==> config.mk <==
export PLATFORM = sky130hd
export DESIGN_NAME = usbfs_pkt_tx
export DESIGN_NICKNAME = d
export VERILOG_FILES = /design/src/rtl/usbfs_pkt_tx.sv
export SDC_FILE = /design/constraint.sdc
export NUM_CORES = 1
export LEC_CHECK = 0
export CORE_MARGIN = 5
export CORE_UTILIZATION = 23
export CTS_BUF_LIST = sky130_fd_sc_hd__clkbuf_2
export CTS_CLUSTER_SIZE = 28
export DETAILED_ROUTE_END_ITERATION = 10
export GPL_TIMING_DRIVEN = 0
export PLACE_DENSITY = 0.49
export SLEW_MARGIN = 20
export SYNTH_ARGS = -nofsm -noshare
export SYNTH_HDL_FRONTEND = slang
export SYNTH_SLANG_ARGS = --single-unit
==> constraint.sdc <==
create_clock -name i_clk_48MHz -period 7.35 [get_ports i_clk_48MHz]
set_clock_uncertainty 0.05 [all_clocks]
set_input_delay 0.735 -clock i_clk_48MHz [delete_from_list [all_inputs] [get_ports i_clk_48MHz]]
set_output_delay 0.735 -clock i_clk_48MHz [all_outputs]
set_load 0.01 [all_outputs]
==> src/rtl/usbfs_pkt_tx.sv <==
`default_nettype none
// ============================================================================
// Module   : usbfs_pkt_tx
// Purpose  : USB full-speed packet transmitter. Serialises SYNC, PID, an
//            optional data payload and CRC16 onto the D+/D- pair. It uses
//            NRZI encoding with bit stuffing and closes each packet with an
//            SE0/SE0/J end-of-packet. Each bit lasts 4 cycles of the 48 MHz
//            clock.
// Ports    : i_clk_48MHz    - sole clock
//            i_rst          - synchronous active-high reset
//            i_valid/o_ready- packet request handshake (ready only in IDLE)
//            i_pid          - 4-bit PID to send
//            i_data         - payload, byte 0 in bits [7:0]
//            i_data_nBytes  - payload length (clamped to MAX_PKT)
//            o_dp/o_dn/o_oe - line levels and drive enable
//            o_inflight     - packet on the wire
//            o_eopDone      - one-cycle pulse when the bus is released
//            o_pidErr       - one-cycle pulse when a request is dropped
// Options  : `define USBFS_PKT_TX_PIDCHECK_EN to drop token/special PIDs
//            (o_pidErr pulses); without it every PID is transmitted and
//            o_pidErr is tied low.
// Revision : 1.0 - initial release
// ============================================================================
module usbfs_pkt_tx #(
    parameter int MAX_PKT = 8
) (
    input  logic                         i_clk_48MHz,
    input  logic                         i_rst,
    input  logic                         i_valid,
    output logic                         o_ready,
    input  logic [3:0]                   i_pid,
    input  logic [8*MAX_PKT-1:0]         i_data,
    input  logic [$clog2(MAX_PKT):0]     i_data_nBytes,
    output logic                         o_dp,
    output logic                         o_dn,
    output logic                         o_oe,
    output logic                         o_inflight,
    output logic                         o_eopDone,
    output logic                         o_pidErr
);

    localparam int c_bw = $clog2(MAX_PKT);
    localparam int c_nw = $clog2(MAX_PKT) + 1;

    localparam logic [2:0] c_st_idle = 3'd0;
    localparam logic [2:0] c_st_sync = 3'd1;
    localparam logic [2:0] c_st_pid  = 3'd2;
    localparam logic [2:0] c_st_data = 3'd3;
    localparam logic [2:0] c_st_crc  = 3'd4;
    localparam logic [2:0] c_st_eop  = 3'd5;

    logic [2:0]            r_state;
    logic [1:0]            r_div;
    logic [3:0]            r_bit;      // bit index within the current field
    logic [c_bw-1:0]       r_byte;     // payload byte index
    logic [c_nw-1:0]       r_nbytes;
    logic [3:0]            r_pid;
    logic [8*MAX_PKT-1:0]  r_data;
    logic [15:0]           r_crc;
    logic [2:0]            r_ones;     // run of 1s before the current bit
    logic                  r_stuff;    // current bit is a stuffed 0
    logic                  r_line;     // NRZI level of current bit, 1 = J
    logic                  r_dp;
    logic                  r_dn;
    logic                  r_oe;
    logic                  r_inflight;
    logic                  r_eop_done;

    logic                  w_accept;
    logic                  w_start;
    logic                  w_drop;
    logic                  w_pid_err;
    logic [7:0]            w_pid_byte;
    logic                  w_is_data_pid;
    logic [7:0]            w_cur_data_byte;
    logic                  w_cur_bit;
    logic                  w_bit_end;
    logic                  w_need_stuff;
    logic                  w_last_byte;
    logic [15:0]           w_crc_next;
    logic [2:0]            w_n_state;
    logic [3:0]            w_n_bit;
    logic [c_bw-1:0]       w_n_byte;
    logic                  w_n_stuff;
    logic [7:0]            w_n_data_byte;
    logic                  w_n_bit_val;
    logic                  w_n_level;

    // ------------------------------------------------------------------
    // Optional PID filter: tokens and special PIDs are accepted but dropped
    // ------------------------------------------------------------------
`ifdef USBFS_PKT_TX_PIDCHECK_EN
    logic r_pid_err;

    // PID[1:0]=01 covers OUT/IN/SOF/SETUP; 1100/1000/0100 are PRE/SPLIT/PING.
    assign w_drop = (i_pid[1:0] == 2'b01) ||
                    ((i_pid[1:0] == 2'b00) && (i_pid != 4'b0000));

    always_ff @(posedge i_clk_48MHz) begin
        if (i_rst) begin
            r_pid_err <= 1'b0;
        end else begin
            r_pid_err <= w_accept && w_drop;
        end
    end

    assign w_pid_err = r_pid_err;
`else
    assign w_drop    = 1'b0;
    assign w_pid_err = 1'b0;
`endif

    // Ready is withheld in the pulse cycle of eopDone/pidErr so a held
    // i_valid launches the next packet only after the previous completes.
    assign o_ready  = (r_state == c_st_idle) && !r_eop_done && !w_pid_err && !i_rst;
    assign w_accept = i_valid && o_ready;
    assign w_start  = w_accept && !w_drop;

    assign w_pid_byte      = {~r_pid, r_pid};
    assign w_is_data_pid   = (r_pid[1:0] == 2'b11);
    assign w_cur_data_byte = r_data[{r_byte, 3'b000} +: 8];
    assign w_bit_end       = (r_state != c_st_idle) && (r_div == 2'd3);
    assign w_last_byte     = (({1'b0, r_byte} + c_nw'(1)) == r_nbytes);

    // Logical value of the bit currently on the wire
    always_comb begin
        w_cur_bit = 1'b1;
        case (r_state)
            c_st_sync: w_cur_bit = (r_bit == 4'd7);
            c_st_pid:  w_cur_bit = w_pid_byte[r_bit[2:0]];
            c_st_data: w_cur_bit = w_cur_data_byte[r_bit[2:0]];
            c_st_crc:  w_cur_bit = ~r_crc[0];
            default:   w_cur_bit = 1'b1;
        endcase
        if (r_stuff) begin
            w_cur_bit = 1'b0;
        end
    end

    assign w_need_stuff = !r_stuff && w_cur_bit && (r_ones == 3'd5) &&
                          ((r_state == c_st_pid) || (r_state == c_st_data) ||
                           (r_state == c_st_crc));

    // CRC is accumulated LSB-first over payload bits (reflected 0x8005) and
    // then shifted out; stuffed bits never touch it.
    always_comb begin
        w_crc_next = r_crc;
        if (w_bit_end && !r_stuff) begin
            if (r_state == c_st_data) begin
                w_crc_next = (r_crc[0] ^ w_cur_bit) ? ({1'b0, r_crc[15:1]} ^ 16'hA001)
                                                    : {1'b0, r_crc[15:1]};
            end else if (r_state == c_st_crc) begin
                w_crc_next = {1'b0, r_crc[15:1]};
            end
        end
    end

    // Position of the next bit. A stuffed bit keeps the pointers where they
    // are, so the following advance resumes from the bit that triggered it.
    always_comb begin
        w_n_state = r_state;
        w_n_bit   = r_bit;
        w_n_byte  = r_byte;
        w_n_stuff = 1'b0;
        if (w_need_stuff) begin
            w_n_stuff = 1'b1;
        end else begin
            case (r_state)
                c_st_sync: begin
                    if (r_bit == 4'd7) begin
                        w_n_state = c_st_pid;
                        w_n_bit   = 4'd0;
                    end else begin
                        w_n_bit = r_bit + 4'd1;
                    end
                end
                c_st_pid: begin
                    if (r_bit == 4'd7) begin
                        w_n_bit  = 4'd0;
                        w_n_byte = '0;
                        if (!w_is_data_pid) begin
                            w_n_state = c_st_eop;
                        end else if (r_nbytes == '0) begin
                            w_n_state = c_st_crc;
                        end else begin
                            w_n_state = c_st_data;
                        end
                    end else begin
                        w_n_bit = r_bit + 4'd1;
                    end
                end
                c_st_data: begin
                    if (r_bit == 4'd7) begin
                        w_n_bit = 4'd0;
                        if (w_last_byte) begin
                            w_n_state = c_st_crc;
                        end else begin
                            w_n_byte = r_byte + c_bw'(1);
                        end
                    end else begin
                        w_n_bit = r_bit + 4'd1;
                    end
                end
                c_st_crc: begin
                    if (r_bit == 4'd15) begin
                        w_n_state = c_st_eop;
                        w_n_bit   = 4'd0;
                    end else begin
                        w_n_bit = r_bit + 4'd1;
                    end
                end
                c_st_eop: begin
                    if (r_bit == 4'd2) begin
                        w_n_state = c_st_idle;
                        w_n_bit   = 4'd0;
                    end else begin
                        w_n_bit = r_bit + 4'd1;
                    end
                end
                default: begin
                    w_n_state = c_st_idle;
                end
            endcase
        end
    end

    assign w_n_data_byte = r_data[{w_n_byte, 3'b000} +: 8];

    always_comb begin
        w_n_bit_val = 1'b1;
        case (w_n_state)
            c_st_sync: w_n_bit_val = (w_n_bit == 4'd7);
            c_st_pid:  w_n_bit_val = w_pid_byte[w_n_bit[2:0]];
            c_st_data: w_n_bit_val = w_n_data_byte[w_n_bit[2:0]];
            c_st_crc:  w_n_bit_val = ~w_crc_next[0];
            default:   w_n_bit_val = 1'b1;
        endcase
        if (w_n_stuff) begin
            w_n_bit_val = 1'b0;
        end
    end

    // NRZI: a 0 toggles the line, a 1 holds it
    assign w_n_level = w_n_bit_val ? r_line : ~r_line;

    always_ff @(posedge i_clk_48MHz) begin
        if (i_rst) begin
            r_state    <= c_st_idle;
            r_div      <= 2'd0;
            r_bit      <= 4'd0;
            r_byte     <= '0;
            r_nbytes   <= '0;
            r_pid      <= 4'd0;
            r_data     <= '0;
            r_crc      <= 16'hFFFF;
            r_ones     <= 3'd0;
            r_stuff    <= 1'b0;
            r_line     <= 1'b1;
            r_dp       <= 1'b1;
            r_dn       <= 1'b0;
            r_oe       <= 1'b0;
            r_inflight <= 1'b0;
            r_eop_done <= 1'b0;
        end else if (w_start) begin
            r_state    <= c_st_sync;
            r_div      <= 2'd0;
            r_bit      <= 4'd0;
            r_byte     <= '0;
            r_pid      <= i_pid;
            r_data     <= i_data;
            r_nbytes   <= (i_data_nBytes > c_nw'(MAX_PKT)) ? c_nw'(MAX_PKT) : i_data_nBytes;
            r_crc      <= 16'hFFFF;
            r_ones     <= 3'd0;
            r_stuff    <= 1'b0;
            // First SYNC bit is a 0, so the line toggles from J to K
            r_line     <= 1'b0;
            r_dp       <= 1'b0;
            r_dn       <= 1'b1;
            r_oe       <= 1'b1;
            r_inflight <= 1'b1;
            r_eop_done <= 1'b0;
        end else begin
            r_eop_done <= 1'b0;
            r_crc      <= w_crc_next;
            if (r_state != c_st_idle) begin
                r_div <= r_div + 2'd1;
            end
            if (w_bit_end) begin
                r_state <= w_n_state;
                r_bit   <= w_n_bit;
                r_byte  <= w_n_byte;
                r_stuff <= w_n_stuff;
                r_ones  <= w_cur_bit ? (r_ones + 3'd1) : 3'd0;
                case (w_n_state)
                    c_st_idle: begin
                        r_oe       <= 1'b0;
                        r_inflight <= 1'b0;
                        r_eop_done <= 1'b1;
                        r_line     <= 1'b1;
                        r_dp       <= 1'b1;
                        r_dn       <= 1'b0;
                    end
                    c_st_eop: begin
                        // Two bit times of SE0 followed by one of J
                        r_dp <= (w_n_bit == 4'd2);
                        r_dn <= 1'b0;
                    end
                    default: begin
                        r_line <= w_n_level;
                        r_dp   <= w_n_level;
                        r_dn   <= ~w_n_level;
                    end
                endcase
            end
        end
    end

    assign o_dp       = r_dp;
    assign o_dn       = r_dn;
    assign o_oe       = r_oe;
    assign o_inflight = r_inflight;
    assign o_eopDone  = r_eop_done;
    assign o_pidErr   = w_pid_err;

endmodule
`default_nettype wire

==> flow_summary.json <==
{
  "required_ns": 7.90,
  "final_area_sq_um": 8030,
  "cts_setup_buffers": 0,
  "setup_tns_ns": 0,
  "relSlewSlack_pct": 34.4,
  "clk_pin_slew_ns": 0.32,
  "finalMaxSlewViolations": 0,
  "hp-class": "register to register",
  "postRouteAntennaNets": 0,
  "grt_max_degree": 21,
  "routed_wirelength_mm": 24.6,
  "yosys.area_share.adder_pct": 1.13,
  "drt-pass1-iter-count": 5,
  "timing.hold.ws_ns": 0.432,
  "arrival_ns": 5.54,
  "fin_crit_ns": 4.99,
  "synth_area_leaders": "dfxtp_1, nand2_1, a21oi_1",
  "synth_area_sq_um": 6640,
  "synth_compound_area_share_pct": 25.7,
  "startpoint_type": "register",
  "crit_buf_inv": 2,
  "synth_top_family_by_area": "compound AO/OA/AOI/OAI gates",
  "crit_top_cell": "a211oi_1",
  "ys_warn_count": 0,
  "ys_ff_latch": 109,
  "synth_cell_types": 89,
  "synth_edf_count": 0,
  "cts_buffers": 9,
  "status": "complete, no violations",
  "clock_path_buffers": 2,
  "dieArea_sq_um": 32400,
  "overflow": 0,
  "synth_xor_area_share_pct": 1.39,
  "utilization_pct": 28.0,
  "hold_viol": 0,
  "min_period_over_period_pct": 67.9,
  "cts_tree": "done",
  "ys.flop_type": "dfxtp_1",
  "drc": 0,
  "synth.net_count": 938,
  "maxCapViolCount": 0,
  "postSynthAreaPerCell_sq_um": 7.75,
  "synth_top_area_share_pct": 32.9,
  "avgViaCountPerCell": 4.97,
  "cts_resized": 0,
  "postCtsHoldBufs": 0,
  "worst_pin_slew_ns": 0.981,
  "rsz0062_at_grt": "no",
  "p_per_area_nw_per_um2": 138,
  "grt_pass1_vias": 6181,
  "path_max_fanout": 10,
  "fmax_ghz": 0.200,
  "vias": 6643,
  "row_count": 62,
  "die_height_um": 180,
  "wl_per_cell_um": 18.4,
  "ios": 82,
  "dp_slack_ns": 2.60,
  "antenna_found_initial": 1,
  "synth-seq-area-share_pct": 32.9,
  "max_stage_delay_ns": 0.79,
  "portBuffers": 79,
  "slowest_stage": "nor2_1",
  "first_iter_violations": 536,
  "initial_core_util_pct": 23.2,
  "final.fill_count": 3154,
  "dpl-instance-area_sq_um": 7910,
  "grt_pass1_wl_mm": 37.1,
  "async_reset_ff_share_pct": 0,
  "place.gp.congestion": 0.958,
  "yosys-mux-area-fraction_pct": 7.71,
  "syn2layout_area_growth_pct": 20.9,
  "fp.coreArea_sq_um": 28600,
  "layout-drive-gt1-share_pct": 8.19,
  "path_class": "register to register",
  "ir_drop_mv": 0.0582,
  "yosys.area.top_type": "dfxtp_1",
  "place_hpwl_mm": 19.2,
  "yosys.area_share.simple_pct": 25.4,
  "fin_ws_ns": 2.36,
  "syn-instance-count": 857,
  "clock_sinks": 109,
  "cts_htree_levels": 3,
  "clock_latency_ns": 0.71,
  "die_x_um": 180,
  "setup_viol": 0,
  "cp_cell_sequence": "buf_2 > buf_4 > nor2_2 > a22oi_1 > a21oi_1 > a311o_1 > o31ai_4 > nor3_1 > nor2_1 > a211oi_1 > or3_1 > a31oi_1 > nand4_1 > a211oi_1 > o21ai_1",
  "end_kind": "register",
  "grt.total_usage_pct": 14.5,
  "nNetsFinal": 1028,
  "cp_top_family": "compound AO/OA/AOI/OAI gates",
  "p_leak_uw": 0.00274,
  "root_buffer": "clkbuf_2"
}
kinds of logic (layout without fill, tap and decap cells):
logic type,after synthesis,in the layout
mux,43,43
other cells,1,2
buf+inv,79,174
compound gates,240,240
simple gates,370,370
xor+xnor,9,9
fa+ha+maj,6,6
flops,109,109
cells in the mapped netlist (11+ instances only):
cell      number
mux2i_1       35
nand2_1      219
a211oi_1      20
clkbuf_1      39
dfxtp_1      109
nor2_1        36
nand3_1       32
o21ai_0       15
a21oi_1       99
inv_1         16
nor3_1        11
cells in the final DEF (no fill, tap or decap), types with 11 or more instances in the layout:
cell type	count
nand2_1	219
dfxtp_1	109
a21oi_1	99
clkdlybuf4s50_1	79
clkbuf_1	39
nor2_1	36
mux2i_1	35
nand3_1	32
a211oi_1	20
inv_1	16
o21ai_0	15
nor3_1	11
final cells by class:
cell class | instances | area [sq um] | share of cell area (%)
Antenna cell | 1 | 2.50 | 0.0312
Buffer | 63 | 320 | 3.99
Clock buffer | 10 | 50.0 | 0.624
Clock inverter | 6 | 63.8 | 0.795
Inverter | 16 | 60.1 | 0.748
Multi-Input combinational cell | 669 | 4080 | 50.8
Sequential cell | 109 | 2180 | 27.2
Tap cell | 384 | 480 | 5.99
Timing Repair Buffer | 79 | 791 | 9.85
layer usage:
| metal | global-route usage, % | up-vias | part of all wire (%) |
|---|---|---|---|
| met5 | 0 | - | 0 |
| met4 | 2.71 | 0 | 1.3 |
| met3 | 2.89 | 28 | 4.7 |
| met2 | 24.5 | 180 | 48 |
| met1 | 19.4 | 3179 | 46 |
| li1 | - | 3256 | - |
sequential cells by signal, indices dropped and copies added, names as in the netlist:
name        cells
r_data         64
r_crc          16
r_bit           4
r_nbytes        4
r_pid           4
r_byte          3
r_ones          3
r_state         3
r_div           2
o_dn            1
o_dp            1
o_eopDone       1
o_inflight      1
r_line          1
r_stuff         1
stage by stage:
step,power [uW],cells
floorplan,730,857
global placement,819,1320
detailed placement,820,1320
CTS,1120,1336
global route,1160,1337
finish,1110,1337
power breakdown:
group	switching [uW]	total [uW]	internal, uW
combinational	90.8	171	80.0
sequential	22.0	639	617
clock	242	299	56.7
final timing paths:
| kind | start | end | slack [ns] | cells after the start |
|---|---|---|---|---|
| max reg2reg | r_byte[0] | o_dp | 2.36 | 15 |
| max | r_byte[0] | o_dp | 2.36 | 15 |
| min | r_line | r_line | 0.43 | 2 |
| min reg2reg | r_line | r_line | 0.43 | 2 |
worst min-delay path: stages, from the launching register on:
cell and delay (ns):
dfxtp_1 0.38, nand3_1 0.06, o21ai_1 0.05
No activity file was read; power rests on OpenSTA's default activity.
